**src/rtl/lut_neuron_rr_sched_pkg.sv**
```systemverilog
// Shared constants, types and helpers for the time-multiplexed LUT neuron scheduler.
package lut_sched_pkg;

    localparam int LUT_IN_W  = 6;
    localparam int LUT_OUT_W = 2;
    // Widest requester tag supported (NUM_REQ up to 16).
    localparam int MAX_ID_W  = 4;

    // $clog2 that never returns 0, so a tag field always has at least one bit.
    function automatic int clog2_min1(input int n);
        int r;
        if (n <= 2) begin
            r = 1;
        end else begin
            r = $clog2(n);
        end
        return r;
    endfunction

    // Saturating 16-bit increment for statistics counters.
    function automatic logic [15:0] sat_inc16(input logic [15:0] v);
        logic [15:0] r;
        if (v == 16'hFFFF) begin
            r = v;
        end else begin
            r = v + 16'd1;
        end
        return r;
    endfunction

    // Contents of the output (capture) stage.
    typedef struct packed {
        logic [LUT_OUT_W-1:0] data;
        logic [MAX_ID_W-1:0]  id;
    } lut_rsp_t;

endpackage

```
**src/rtl/lut_neuron_rr_sched_if.sv**
```systemverilog
// Request/response handshake bundle between producers, the scheduler and the next layer.
interface lut_neuron_rr_sched_if
    import lut_sched_pkg::*;
#(
    parameter int NUM_REQ = 4,
    parameter int IN_W    = LUT_IN_W,
    parameter int OUT_W   = LUT_OUT_W
);
    localparam int ID_W = clog2_min1(NUM_REQ);

    logic [NUM_REQ-1:0]      req_valid;
    logic [NUM_REQ*IN_W-1:0] req_data;
    logic [NUM_REQ-1:0]      req_ready;
    logic                    rsp_valid;
    logic [OUT_W-1:0]        rsp_data;
    logic [ID_W-1:0]         rsp_id;
    logic                    rsp_ready;

    modport slave (
        input  req_valid, req_data, rsp_ready,
        output req_ready, rsp_valid, rsp_data, rsp_id
    );

    modport master (
        output req_valid, req_data, rsp_ready,
        input  req_ready, rsp_valid, rsp_data, rsp_id
    );

endinterface

```
**src/rtl/lut_neuron_rr_sched_arbiter.sv**
```systemverilog
// Combinational round-robin arbiter: first asserted request at or after i_rr_ptr, with wrap.
module lut_rr_arbiter
    import lut_sched_pkg::*;
#(
    parameter int NUM_REQ = 4,
    localparam int ID_W   = clog2_min1(NUM_REQ)
) (
    input  logic [NUM_REQ-1:0] i_req,
    input  logic [ID_W-1:0]    i_rr_ptr,
    input  logic               i_en,
    output logic [NUM_REQ-1:0] o_grant,
    output logic [ID_W-1:0]    o_grant_idx,
    output logic               o_any_grant
);

    // Scan requesters starting at the pointer; the first hit wins.
    always_comb begin
        int j;
        j           = 0;
        o_grant     = '0;
        o_grant_idx = '0;
        o_any_grant = 1'b0;
        for (int k = 0; k < NUM_REQ; k++) begin
            j = (int'(i_rr_ptr) + k >= NUM_REQ) ? (int'(i_rr_ptr) + k - NUM_REQ)
                                                 : (int'(i_rr_ptr) + k);
            if (i_en && !o_any_grant && i_req[j]) begin
                o_any_grant = 1'b1;
                o_grant_idx = ID_W'(j);
                o_grant[j]  = 1'b1;
            end else begin
                o_any_grant = o_any_grant;
            end
        end
    end

endmodule

```
**src/rtl/lut_neuron_rr_sched.sv**
```systemverilog
// Shares one external combinational LUT neuron between NUM_REQ requesters through a
// round-robin arbiter and a two-stage (issue, capture) pipeline.
// Optional statistics counters: define LUT_NEURON_RR_SCHED_STATS_EN.
module lut_neuron_rr_sched
    import lut_sched_pkg::*;
#(
    parameter int NUM_REQ = 4,
    parameter int IN_W    = LUT_IN_W,
    parameter int OUT_W   = LUT_OUT_W,
    localparam int ID_W   = clog2_min1(NUM_REQ)
) (
    input  logic                     i_clk,
    input  logic                     i_rst,
`ifdef LUT_NEURON_RR_SCHED_STATS_EN
    input  logic                     i_stat_clr,
    output logic [NUM_REQ*16-1:0]    o_stat_grants,
    output logic [15:0]              o_stat_stalls,
`endif
    lut_neuron_rr_sched_if.slave     bus,
    output logic [IN_W-1:0]          o_lut_in,
    input  logic [OUT_W-1:0]         i_lut_out,
    output logic                     o_busy
);

    logic              r_v1;
    logic              r_v2;
    logic [ID_W-1:0]   r_rr_ptr;
    logic [IN_W-1:0]   r_lut_in;
    logic [ID_W-1:0]   r_id1;
    lut_rsp_t          r_s2;

    logic              w_adv1;
    logic              w_adv2;
    logic [NUM_REQ-1:0] w_grant;
    logic [ID_W-1:0]   w_gidx;
    logic              w_any;

    // S2 can take new data when empty or when the consumer drains it; S1 likewise via S2.
    assign w_adv2 = !r_v2 || bus.rsp_ready;
    assign w_adv1 = !r_v1 || w_adv2;

    lut_rr_arbiter #(.NUM_REQ(NUM_REQ)) u_arb (
        .i_req       (bus.req_valid),
        .i_rr_ptr    (r_rr_ptr),
        .i_en        (w_adv1 && !i_rst),
        .o_grant     (w_grant),
        .o_grant_idx (w_gidx),
        .o_any_grant (w_any)
    );

    assign bus.req_ready = w_grant;
    assign bus.rsp_valid = r_v2;
    assign bus.rsp_data  = r_s2.data;
    assign bus.rsp_id    = r_s2.id[ID_W-1:0];
    assign o_lut_in      = r_lut_in;
    assign o_busy        = r_v1 || r_v2;

    // Capture stage: samples the LUT result while lut_in is held stable by S1.
    always_ff @(posedge i_clk) begin
        if (i_rst) begin
            r_v2 <= 1'b0;
            r_s2 <= '0;
        end else if (w_adv2) begin
            r_v2      <= r_v1;
            r_s2.data <= i_lut_out;
            r_s2.id   <= MAX_ID_W'(r_id1);
        end
    end

    // Issue stage: latches the granted request vector onto the LUT input.
    always_ff @(posedge i_clk) begin
        if (i_rst) begin
            r_v1     <= 1'b0;
            r_lut_in <= '0;
            r_id1    <= '0;
        end else if (w_adv1) begin
            r_v1 <= w_any;
            if (w_any) begin
                r_lut_in <= bus.req_data[int'(w_gidx)*IN_W +: IN_W];
                r_id1    <= w_gidx;
            end
        end
    end

    // Round-robin pointer moves to the requester after the last winner.
    always_ff @(posedge i_clk) begin
        if (i_rst) begin
            r_rr_ptr <= '0;
        end else if (w_any) begin
            r_rr_ptr <= (w_gidx == ID_W'(NUM_REQ - 1)) ? ID_W'(0) : (w_gidx + ID_W'(1));
        end
    end

`ifdef LUT_NEURON_RR_SCHED_STATS_EN
    logic [15:0] r_stat_grants [NUM_REQ];
    logic [15:0] r_stat_stalls;

    // Per-requester grant counts and output-stall cycle count, both saturating.
    always_ff @(posedge i_clk) begin
        if (i_rst || i_stat_clr) begin
            for (int i = 0; i < NUM_REQ; i++) begin
                r_stat_grants[i] <= 16'd0;
            end
            r_stat_stalls <= 16'd0;
        end else begin
            for (int i = 0; i < NUM_REQ; i++) begin
                if (w_grant[i]) begin
                    r_stat_grants[i] <= sat_inc16(r_stat_grants[i]);
                end
            end
            if (r_v2 && !bus.rsp_ready) begin
                r_stat_stalls <= sat_inc16(r_stat_stalls);
            end
        end
    end

    for (genvar gi = 0; gi < NUM_REQ; gi++) begin : g_stat_pack
        assign o_stat_grants[gi*16 +: 16] = r_stat_grants[gi];
    end
    assign o_stat_stalls = r_stat_stalls;
`endif

endmodule

```
**src/flat_wrapper.sv**
```systemverilog
// flat-port wrapper written by rule: the top's interface ports become plain ports
module lut_neuron_rr_sched_flat import lut_sched_pkg::*;
#(
    parameter int NUM_REQ = 4,
    parameter int IN_W    = LUT_IN_W,
    parameter int OUT_W   = LUT_OUT_W,
    localparam int ID_W   = clog2_min1(NUM_REQ)
)
  (i_clk, i_rst, o_lut_in, i_lut_out, o_busy, bus_req_valid, bus_req_data, bus_rsp_ready, bus_req_ready, bus_rsp_valid, bus_rsp_data, bus_rsp_id);
  lut_neuron_rr_sched_if #(.NUM_REQ(NUM_REQ), .IN_W(IN_W), .OUT_W(OUT_W)) bus_i ();
  input  logic i_clk;
  input  logic i_rst;
  output logic [IN_W-1:0] o_lut_in;
  input  logic [OUT_W-1:0] i_lut_out;
  output logic o_busy;
  input wire logic [$bits(bus_i.req_valid)-1:0] bus_req_valid;
  input wire logic [$bits(bus_i.req_data)-1:0] bus_req_data;
  input wire logic [$bits(bus_i.rsp_ready)-1:0] bus_rsp_ready;
  output wire logic [$bits(bus_i.req_ready)-1:0] bus_req_ready;
  output wire logic [$bits(bus_i.rsp_valid)-1:0] bus_rsp_valid;
  output wire logic [$bits(bus_i.rsp_data)-1:0] bus_rsp_data;
  output wire logic [$bits(bus_i.rsp_id)-1:0] bus_rsp_id;
  assign bus_i.req_valid = bus_req_valid;
  assign bus_i.req_data = bus_req_data;
  assign bus_i.rsp_ready = bus_rsp_ready;
  assign bus_req_ready = bus_i.req_ready;
  assign bus_rsp_valid = bus_i.rsp_valid;
  assign bus_rsp_data = bus_i.rsp_data;
  assign bus_rsp_id = bus_i.rsp_id;
  lut_neuron_rr_sched #(.NUM_REQ(NUM_REQ), .IN_W(IN_W), .OUT_W(OUT_W)) u_core (.i_clk(i_clk), .i_rst(i_rst), .bus(bus_i), .o_lut_in(o_lut_in), .i_lut_out(i_lut_out), .o_busy(o_busy));
endmodule
```
**config.mk**
```make
export PLATFORM = sky130hd
export DESIGN_NAME = lut_neuron_rr_sched_flat
export DESIGN_NICKNAME = d
export VERILOG_FILES = /design/src/rtl/lut_neuron_rr_sched_pkg.sv /design/src/rtl/lut_neuron_rr_sched_if.sv /design/src/rtl/lut_neuron_rr_sched_arbiter.sv /design/src/rtl/lut_neuron_rr_sched.sv /design/src/flat_wrapper.sv
export SDC_FILE = /design/constraint.sdc
export NUM_CORES = 1
export LEC_CHECK = 0
export CAP_MARGIN = 20
export CORE_UTILIZATION = 35
export DETAILED_ROUTE_END_ITERATION = 6
export PLACE_DENSITY = 0.65
export SLEW_MARGIN = 20
export SYNTH_ARGS = -nofsm -noshare
export SYNTH_HDL_FRONTEND = slang
export SYNTH_HIERARCHICAL = 1
export SYNTH_SLANG_ARGS = --single-unit
```
**constraint.sdc**
```tcl
create_clock -name i_clk -period 3.4 [get_ports i_clk]
set_clock_uncertainty 0.05 [all_clocks]
set_input_delay 0.51 -clock i_clk [delete_from_list [all_inputs] [get_ports i_clk]]
set_output_delay 0.51 -clock i_clk [all_outputs]
set_load 0.1 [all_outputs]
```
==> summary.txt, run 1 <==
Outcome
  • Outcome: complete, no violations

Routing
  • ANT nets after route: 0
  • Vias: 1350
  • DRC errors left: 0
  • Number of DRC markers in iteration 0: 50
  • Drt total wl: 3.56 mm
  • Via-to-Cell Ratio: 5.49
  • 1st-pass router iterations: 4
  • Routed WL per cell: 14.5 microns

Timing
  • Hold Violations, Final: 0
  • Fin. max-slew vios: 0
  • Hold slack: 0.436 ns
  • Period minus WS final: 3.23 ns
  • Tcrit/Tclk final: 0.950
  • RSZ-0062 raised after global routing: no
  • Worst slew margin: 0.336
  • Highest clock rate: 310 MHz
  • Final setup fails: 0
  • Slew at the pin with the worst max-slew slack: 0.993 ns

GRT
  • GR Overflow Total: 0
  • GRT Total Usage: 0.187
  • Vias in the first global route: 1443
  • First-pass GRT wire length: 6.23 mm
  • Largest net degree at the start of global routing: 18
  • Initial antenna violation count: 0

Layout
  • Area added between synthesis and finish: 52.3%
  • N_diodes: 0
  • Nets: 242
  • Final Cell Area: 1990 sq um
  • Fillcell total: 325
  • Proportion of layout cells with a drive suffix above 1: 0.240

Worst hold path
  • Hold worst-path end: u_core/o_lut_in[2]$_SDFFE_PP0P_
  • Hold crit path type: flip-flop to flip-flop
  • HP Start: u_core/o_lut_in[2]$_SDFFE_PP0P_
  • Hold path cells: 2

Yosys
  • Synthesized area: 1310 sq um
  • Register bit total from synthesis: 16
  • Post-Syn Nets: 184
  • Most used flip-flop cell after synthesis: dfxtp_1
  • Async S/R FF share, synth: 0
  • Avg Cell Area, Syn: 9.15 sq um
  • Synth unique cells: 40
  • EDFF count, synth: 0
  • Synth Warn #: 6
  • Post-Syn Instances: 143
  • Register area share after synthesis: 0.245

Clock network
  • Clock slew at the register clock pins of the worst setup and hold paths: 0.06 ns
  • Post-CTS setup buffer count: 0
  • CTS tree: done
  • Htree depth: 1
  • Root Driver: clkbuf_8
  • Clock Path Buffers: 2
  • Sink Count: 16
  • CTS Buf Count: 3
  • Worst skew pair latency: 0.24 ns

Place
  • Area of placed instances: 1940 sq um
  • # port buffers: 48
  • DPL Wire Length: 2.73 mm
  • Placer Congestion: 0.821

Floorplan
  • Chip Width: 63.2 microns
  • Core area: 3470 sq um
  • Die Ht: 63.2 microns
  • Initial Util: 0.377
  • IO Pins: 49
  • Row count: 21
  • Die ar.: 3990 sq um

Power and ir drop
  • Peak supply drop: 0.000354 V
  • Leak Pwr: 0.817 nW
  • P per Cell Area: 529 nW/um^2
  • PnR Total Power: 1.05 mW

Worst setup path
  • Setup crit start: bus_rsp_ready
  • Startpoint types: input port
  • Crit Path Max Fanout: 4
  • Reg2reg path depth: 11
  • Worst EP required: 2.84 ns
  • WP data arrival: 2.67 ns
  • R2r setup slk: 0.61 ns
  • Launch point of the worst reg-to-reg path: u_core/r_rr_ptr[0]$_SDFFE_PP0P_
  • CP Class: input port to output pin
  • CP endpoint kind: output pin
  • R2r endpoint: u_core/o_lut_in[4]$_SDFFE_PP0P_

Job
  • Max Cap Viol: 0
==> repair_timing <==
action                                  in CTS  in global routing
hold buffers                                 0                  0
endpoints found under the setup margin       0                  8
gates resized for setup                      0                  1
endpoints found under the hold margin        0                  0
==> metal layers <==
| metal | routed length (microns) | GRT usage |
|---|---|---|
| met5 | 0 | 0 |
| met4 | 29 | 0.0523 |
| met3 | 131 | 0.00725 |
| met2 | 1820 | 0.335 |
| met1 | 1570 | 0.241 |
==> worst max path at each step <==
| stage | slack [ns] | depth (start not counted) | end |
|---|---|---|---|
| 2_1_floorplan | 0.14 | 8 | bus_req_ready[0] |
| 3_3_place_gp | -0.14 | 11 | u_core/o_lut_in[4]$_SDFFE_PP0P_ |
| 3_5_place_dp | -0.23 | 11 | u_core/o_lut_in[4]$_SDFFE_PP0P_ |
| 4_1_cts | 0.01 | 11 | u_core/o_lut_in[4]$_SDFFE_PP0P_ |
| 5_1_grt | 0.03 | 12 | u_core/o_lut_in[4]$_SDFFE_PP0P_ |
| 6_report | 0.17 | 8 | bus_req_ready[0] |
==> where the power goes <==
part           internal, mW  total (mW)  switching (mW)
sequential            0.210       0.223          0.0121
combinational         0.264       0.667           0.403
clock                 0.102       0.164          0.0618
total                 0.577        1.05           0.477
==> critical path, cell delays in order <==
cell and delay, ns:
clkdlybuf4s50_1 0.49, and3b_1 0.20, nor2_1 0.22, nor2b_1 0.29, a2bb2oi_2 0.12, and4b_1 0.24
a221o_1 0.41, buf_12 0.18
==> layout by cell type (no fill, tap or decap), drive strengths merged, types with 3 or more instances in the layout <==
cell           count
a21oi             15
a221o              4
a32o               4
buf               21
clkbuf             4
clkdlybuf4s50     43
dfxtp             16
ha                 8
inv                6
mux2               3
mux2i              8
mux4               7
nand2              3
nand3              9
nor2              11
nor3               3
o21ai             15
==> cells in the mapped netlist (2+ instances only) <==
library cell	count	area, sq um
a21oi_1	14	70.1
a221o_1	4	40.0
a32o_2	4	45.0
buf_2	2	10.0
buf_6	3	33.8
clkbuf_1	5	18.8
dfxtp_1	16	320
ha_1	8	100
inv_1	6	22.5
mux2_2	2	22.5
mux2i_1	8	80.1
mux4_2	7	158
nand2_1	3	11.3
nand3_1	9	45.0
nor2_1	10	37.5
nor3_1	3	15.0
nor3b_1	2	15.0
o211ai_2	2	25.0
o21ai_0	12	60.1
o21ai_1	3	15.0
==> state kept, by name, summed over array words and instances (netlist names) <==
| register | cells |
|---|---|
| u_core/bus.rsp_data | 2 |
| u_core/r_id1 | 2 |
| u_core/bus.rsp_valid | 1 |
| u_core/o_lut_in | 6 |
| u_core/bus.rsp_id | 2 |
| u_core/r_rr_ptr | 2 |
| u_core/r_v1 | 1 |
==> final cells by class <==
cell class | count | area [sq um] | area share
multi-input cells | 110 | 901 | 0.452
repair buffers | 64 | 636 | 0.319
flip-flops and latches | 16 | 322 | 0.161
well taps | 46 | 57.6 | 0.0289
clock buffers | 4 | 55.1 | 0.0276
inverters | 6 | 22.5 | 0.0113
==> kinds of logic after synthesis <==
logic type,synth area share
and+or+nand+nor,0.146
muxes,0.207
buffers and inverters,0.0688
adders and majority gates,0.0765
DFF,0.245
AOI/OAI and AO/OA,0.256
==> through the flow <==
step,TNS [ns],utilization,setup slack (ns),std cells
final,0,0.575,0.170,246
after global routing,0,0.575,0.0322,246
after CTS,0,0.574,0.0102,246
after detailed placement,-1.37,0.558,-0.234,242
after global placement,-0.882,0.557,-0.137,241
after floorplan,0,-,0.138,143
Power figures use the tool's default switching activity.
==> run 2, diff against run 1 <==
--- a/config.mk
+++ b/config.mk
@@ -9,6 +9,7 @@
 export CORE_UTILIZATION = 35
 export DETAILED_ROUTE_END_ITERATION = 6
 export PLACE_DENSITY = 0.65
+export SETUP_SLACK_MARGIN = 0.2
 export SLEW_MARGIN = 20
 export SYNTH_ARGS = -nofsm -noshare
 export SYNTH_HDL_FRONTEND = slang
==> run 2 against run 1 <==
- critical path depth fell by 1
- global-route usage rose by 1.2 points
- clock power rose by 4%
- wire length rose by 4.1%
- power rose by 2.7%
- hold slack got worse by 0.0030 ns
- sequential power barely moved
- non-clock buffer count rose by 2
==> summary.txt, run 2 (synthesis results as in run 1) <==
Routing
  • Vias: 1372 (+1.6%)
  • ANT nets after route: 0 (unchanged)
  • Routed WL per cell: 14.9 microns (+3.2%)
  • DRC errors left: 0 (unchanged)
  • Number of DRC markers in iteration 0: 52 (+4.0%)
  • Via-to-Cell Ratio: 5.53 (+0.81%)
  • Drt total wl: 3.70 mm (+4.1%)
  • 1st-pass router iterations: 4 (unchanged)

Worst setup path
  • Worst-path cell chain: clkdlybuf4s50_1, mux4_2, o211ai_2, a21oi_2, buf_4, a221o_2, buf_12
  • R2r endpoint: u_core/r_rr_ptr[0]$_SDFFE_PP0P_
  • Startpoint types: input port
  • CP max stage delay: 0.57 ns (+0.08 ns)
  • Setup crit start: bus_req_valid[0]
  • R2r setup slk: 0.63 ns (+0.02 ns)
  • CP endpoint kind: output pin
  • Crit Path Max Fanout: 5 (+1)
  • CP Class: input port to output pin
  • Worst EP required: 2.84 ns (about the same)
  • WP data arrival: 2.56 ns (-0.11 ns)
  • CP max-delay cell: mux4_2
  • Launch point of the worst reg-to-reg path: u_core/r_rr_ptr[0]$_SDFFE_PP0P_
  • Reg2reg path depth: 12 (+1)

Layout
  • Largest register FFs: 6 (unchanged)
  • Sequential Area: 322 sq um (unchanged)
  • Final design utilization: 0.588 (+0.0133)
  • Non-filler cells, final: 248 (+0.81%)
  • Fillcell total: 316 (-2.8%)
  • Proportion of layout cells with a drive suffix above 1: 0.287 (+0.0471)
  • Most frequent cells in the layout: clkdlybuf4s50_1 (40), buf_4 (19), dfxtp_1 (15)
  • Nets: 244 (+0.83%)
  • N_diodes: 0 (unchanged)
  • Most common cell after layout, fill and taps aside: clkdlybuf4s50_1
  • Multi-input gate area: 922 sq um (+2.4%)
  • Area added between synthesis and finish: 55.8%

Timing
  • Final setup TNS: 0 ns (unchanged)
  • Period minus WS final: 3.12 ns (-0.110 ns)
  • Worst slew margin: 0.349 (+0.0133)
  • Fin. max-slew vios: 0 (unchanged)
  • RSZ-0062 raised after global routing: no
  • Highest clock rate: 321 MHz (+3.5%)
  • Hold Violations, Final: 0 (unchanged)
  • Final setup fails: 0 (unchanged)
  • Hold slack: 0.433 ns (-0.00304 ns)
  • Tcrit/Tclk final: 0.918 (-0.0323)
  • Slew at the pin with the worst max-slew slack: 0.973 ns (-0.0199 ns)

Floorplan
  • Chip Width: 63.2 microns (unchanged)
  • Core area: 3470 sq um (unchanged)
  • Die Ht: 63.2 microns (unchanged)
  • Initial Util: 0.377 (unchanged)
  • Die ar.: 3990 sq um (unchanged)
  • IO Pins: 49 (unchanged)
  • Row count: 21 (unchanged)

Power and ir drop
  • Internal Power: 0.592 mW (+2.6%)
  • Peak supply drop: 0.000333 V (-5.9%)
  • P per Cell Area: 531 nW/um^2 (+0.39%)
  • Clock network fraction of design power: 0.157 (about the same)
  • Switch Pwr: 0.490 mW (+2.8%)
  • Leak Pwr: 0.859 nW (+5.1%)
  • PnR Total Power: 1.08 mW (+2.7%)
  • Switching share of total power: 0.453 (about the same)
  • Comb pwr share: 0.637 (+0.004)
  • Seq pwr share: 0.206 (-0.005)

Job
  • Max Cap Viol: 0 (unchanged)

Clock network
  • Clock slew at the register clock pins of the worst setup and hold paths: 0.06 ns (about the same)
  • Worst skew pair latency: 0.25 ns (about the same)
  • Htree depth: 1 (unchanged)
  • CTS tree: done
  • CTS Buf Count: 3 (unchanged)
  • Root Driver: clkbuf_8
  • Clock Path Buffers: 2 (unchanged)
  • Sink Count: 16 (unchanged)

GRT
  • Vias in the first global route: 1357 (-6.0%)
  • Initial antenna violation count: 0 (unchanged)
  • Largest net degree at the start of global routing: 18 (unchanged)
  • First-pass GRT wire length: 6.23 mm (unchanged)
  • GRT Total Usage: 0.199 (+0.0123)
  • GR Overflow Total: 0 (unchanged)

Worst hold path
  • HP Start: u_core/r_v1$_SDFFE_PP0P_
  • Hold crit path type: flip-flop to flip-flop
  • Hold path cells: 2 (unchanged)
  • Hold worst-path end: u_core/bus.rsp_valid$_SDFFE_PP0P_

Outcome
  • Outcome: complete, no violations

Place
  • Inst Count DP: 242 (unchanged)
  • DPL Wire Length: 2.78 mm (+1.8%)
  • # port buffers: 48 (unchanged)
  • Placer Congestion: 0.816 (-0.52%)
run 2: layer usage:
layer | vias to the layer above | GRT usage | share of wire
li1 | 660 | - | -
met1 | 665 | 0.244 | 0.42
met2 | 43 | 0.345 | 0.53
met3 | 4 | 0.0417 | 0.042
met4 | 0 | 0.0581 | 0.010
met5 | - | 0 | 0
run 2: worst max path at each step:
stage	to	slack (ns)	depth (start not counted)
floorplan	bus_req_ready[0]	0.38	9
global placement	u_core/o_lut_in[4]$_SDFFE_PP0P_	-0.09	10
detailed placement	u_core/o_lut_in[4]$_SDFFE_PP0P_	-0.20	11
CTS	bus_req_ready[1]	0.24	7
global route	bus_req_ready[3]	0.22	10
finish	bus_req_ready[1]	0.28	7
run 2: power by group through the flow:
stage,Sequential (mW),Clock [mW],Combinational (mW)
final,0.223,0.170,0.690
after global routing,0.225,0.183,0.730
after global placement,0.226,0,0.658
after floorplan,0.335,0,0.370
after CTS,0.223,0.174,0.682
after detailed placement,0.227,0,0.668
run 2: cell type report:
type / instances / area share
clock buffers: 4 / 0.0270
well taps: 46 / 0.0282
multi-input cells: 110 / 0.452
repair buffers: 66 / 0.324
flip-flops and latches: 16 / 0.158
inverters: 6 / 0.0110
run 2: worst max-delay path: cells and delay by family:
family	cells	cell delay (ns)
multiplexers	1	0.57
AO/OA/AOI/OAI	3	0.68
buffers and inverters	3	0.80
run 2: timing repair:
action                     CTS  global route
hold buffers                 0             0
buffers inserted             2             0
cloned                       0             0
setup endpoints to repair   10            12
gates resized for setup      1             7
pin swaps                    0             1
run 2: metrics by stage:
step           setup slack [ns]  instance area, sq um
6_report                  0.280                  2040
5_1_grt                   0.216                  2040
4_1_cts                   0.240                  2020
3_5_place_dp             -0.203                  1950
3_3_place_gp            -0.0913                  1940
2_1_floorplan             0.383                  1320
==> run 3, diff against run 2 <==
--- a/config.mk
+++ b/config.mk
@@ -9,6 +9,7 @@
 export CORE_UTILIZATION = 35
 export DETAILED_ROUTE_END_ITERATION = 6
 export PLACE_DENSITY = 0.65
+export RECOVER_POWER = 100
 export SETUP_SLACK_MARGIN = 0.2
 export SLEW_MARGIN = 20
 export SYNTH_ARGS = -nofsm -noshare
==> run 3 against run 2 <==
- first-iteration DRC count is 19% lower
- critical endpoint is now bus_req_ready[2]
- clock power hardly changed
- worst setup slack worse by 0.12 ns
- critical path depth stayed put
- sequential share of layout area is 0.33 points higher
- power is 2.9% lower
==> summary.txt, run 3 (synthesis results as in run 1) <==
Layout
  • Non-filler cells, final: 248 (unchanged)
  • Final design utilization: 0.576 (-0.0119)
  • Most common cell after layout, fill and taps aside: clkdlybuf4s50_1
  • Area added between synthesis and finish: 52.7%
  • Most frequent cells in the layout: clkdlybuf4s50_1 (28), buf_4 (16), dfxtp_1 (15)
  • Largest register FFs: 6 (unchanged)
  • Fillcell total: 328 (+3.8%)
  • Nets: 244 (unchanged)
  • Sequential Area: 322 sq um (unchanged)
  • N_diodes: 0 (unchanged)
  • Multi-input gate area: 915 sq um (-0.81%)
  • Proportion of layout cells with a drive suffix above 1: 0.262 (-0.0248)
  • Final Cell Area: 2000 sq um (-2.0%)

Floorplan
  • Initial Util: 0.377 (unchanged)
  • Die ar.: 3990 sq um (unchanged)
  • Chip Width: 63.2 microns (unchanged)
  • Row count: 21 (unchanged)
  • IO Pins: 49 (unchanged)
  • Core area: 3470 sq um (unchanged)
  • Die Ht: 63.2 microns (unchanged)

GRT
  • GR Layer Usage met3: 0.0417 (unchanged)
  • GRT Total Usage: 0.199 (unchanged)
  • First-pass GRT wire length: 6.23 mm (unchanged)
  • M2 GR Usage: 0.345 (unchanged)
  • Initial antenna violation count: 0 (unchanged)
  • Met1 Use GR: 0.244 (unchanged)
  • Most Used Layer, Global Route: met2
  • Vias in the first global route: 1357 (unchanged)
  • GR Overflow Total: 0 (unchanged)
  • Largest net degree at the start of global routing: 18 (unchanged)

Timing
  • Final setup fails: 0 (unchanged)
  • Fin. max-slew vios: 0 (unchanged)
  • Worst slew margin: 0.229 (-0.120)
  • Hold slack: 0.431 ns (-0.00225 ns)
  • RSZ-0062 raised after global routing: no
  • Hold Violations, Final: 0 (unchanged)
  • Setup ws final: 0.159 ns (-0.121 ns)
  • Slew at the pin with the worst max-slew slack: 1.16 ns (+0.189 ns)
  • Highest clock rate: 309 MHz (-3.7%)
  • Period minus WS final: 3.24 ns (+0.121 ns)
  • Tcrit/Tclk final: 0.953 (+0.0357)

Clock network
  • Clock Path Buffers: 2 (unchanged)
  • CTS Buf Count: 3 (unchanged)
  • Worst skew pair latency: 0.25 ns (about the same)
  • Sink Count: 16 (unchanged)
  • Root Driver: clkbuf_8
  • CTS tree: done
  • Clock slew at the register clock pins of the worst setup and hold paths: 0.07 ns (about the same)
  • Htree depth: 1 (unchanged)

Job
  • Max Cap Viol: 0 (unchanged)

Outcome
  • Outcome: complete, no violations

Place
  • Place WS: -0.203 ns (unchanged)
  • Placer Congestion: 0.816 (unchanged)
  • Area of placed instances: 1950 sq um (unchanged)
  • Inst Count DP: 242 (unchanged)
  • DPL Wire Length: 2.78 mm (unchanged)
  • # port buffers: 48 (unchanged)

Routing
  • DRC errors left: 0 (unchanged)
  • 1st-pass router iterations: 4 (unchanged)
  • Routed WL per cell: 15.0 microns (+0.24%)
  • Number of DRC markers in iteration 0: 42 (-19%)
  • Vias: 1367 (-0.36%)
  • Via-to-Cell Ratio: 5.51 (-0.36%)
  • Drt total wl: 3.71 mm (+0.24%)
  • ANT nets after route: 0 (unchanged)

Worst hold path
  • Hold crit path type: flip-flop to flip-flop

Worst setup path
  • WP data arrival: 2.68 ns (+0.12 ns)
  • Crit Path Max Fanout: 5 (unchanged)
  • Worst EP required: 2.84 ns (about the same)
  • Startpoint types: input port
  • CP endpoint kind: output pin
  • CP Class: input port to output pin

Power and ir drop
  • P per Cell Area: 526 nW/um^2 (-0.86%)
  • Peak supply drop: 0.000302 V (-9.4%)
  • Leak Pwr: 0.873 nW (+1.6%)
[run 3: changes by cell type in the layout (fill, tap and decap cells not counted), moves of 3 or more]
cell,delta
buf_12,-3
dlygate4sd3_1,+12
buf_4,-3
buf_6,+3
clkdlybuf4s50_1,-12
[run 3: area by class of cell]
class | count | share of cell area
Timing Repair Buffer | 66 | 0.314
Multi-Input combinational cell | 110 | 0.458
Inverter | 6 | 0.0113
Clock buffer | 4 | 0.0276
Tap cell | 46 | 0.0288
Sequential cell | 16 | 0.161
[run 3: through the flow]
| stage | setup TNS, ns | total power [mW] |
|---|---|---|
| finish | 0 | 1.05 |
| global route | 0 | 1.11 |
| CTS | 0 | 1.08 |
| detailed placement | -1.15 | 0.896 |
| global placement | -0.680 | 0.884 |
| floorplan | 0 | 0.705 |
[run 3: final timing paths]
path,start,end,slack (ns),cells after the start
worst max-delay path,bus_req_valid[0],bus_req_ready[2],0.16,7
worst min-delay path,u_core/o_lut_in[5]$_SDFFE_PP0P_,u_core/o_lut_in[5]$_SDFFE_PP0P_,0.43,2
worst max register to register,u_core/r_rr_ptr[0]$_SDFFE_PP0P_,u_core/r_rr_ptr[0]$_SDFFE_PP0P_,0.65,12
worst min register to register,u_core/o_lut_in[5]$_SDFFE_PP0P_,u_core/o_lut_in[5]$_SDFFE_PP0P_,0.43,2
[run 3: critical path: stages]
cell and delay [ns]:
dlygate4sd3_1 0.60, mux4_2 0.56, o211ai_2 0.22, a21oi_2 0.09
buf_4 0.15, a221o_2 0.36, buf_12 0.17
[run 3: report_power, final]
group          switching, mW  total, mW  internal (mW)
clock network         0.0675      0.170          0.103
logic                  0.406      0.659          0.253
registers             0.0115      0.222          0.210
[run 3: per-layer routing]
metal / routed length (microns) / vias to the layer above
li1: - / 659
met1: 1550 / 659
met2: 1950 / 45
met3: 169 / 4
met4: 38 / 0
met5: 0 / -
[run 3: timing repair]
action	4_1_cts	5_1_grt
setup endpoints to repair	10	12
hold buffers	0	0
setup buffers	2	0
pin swaps	0	1
gates resized for setup	1	7
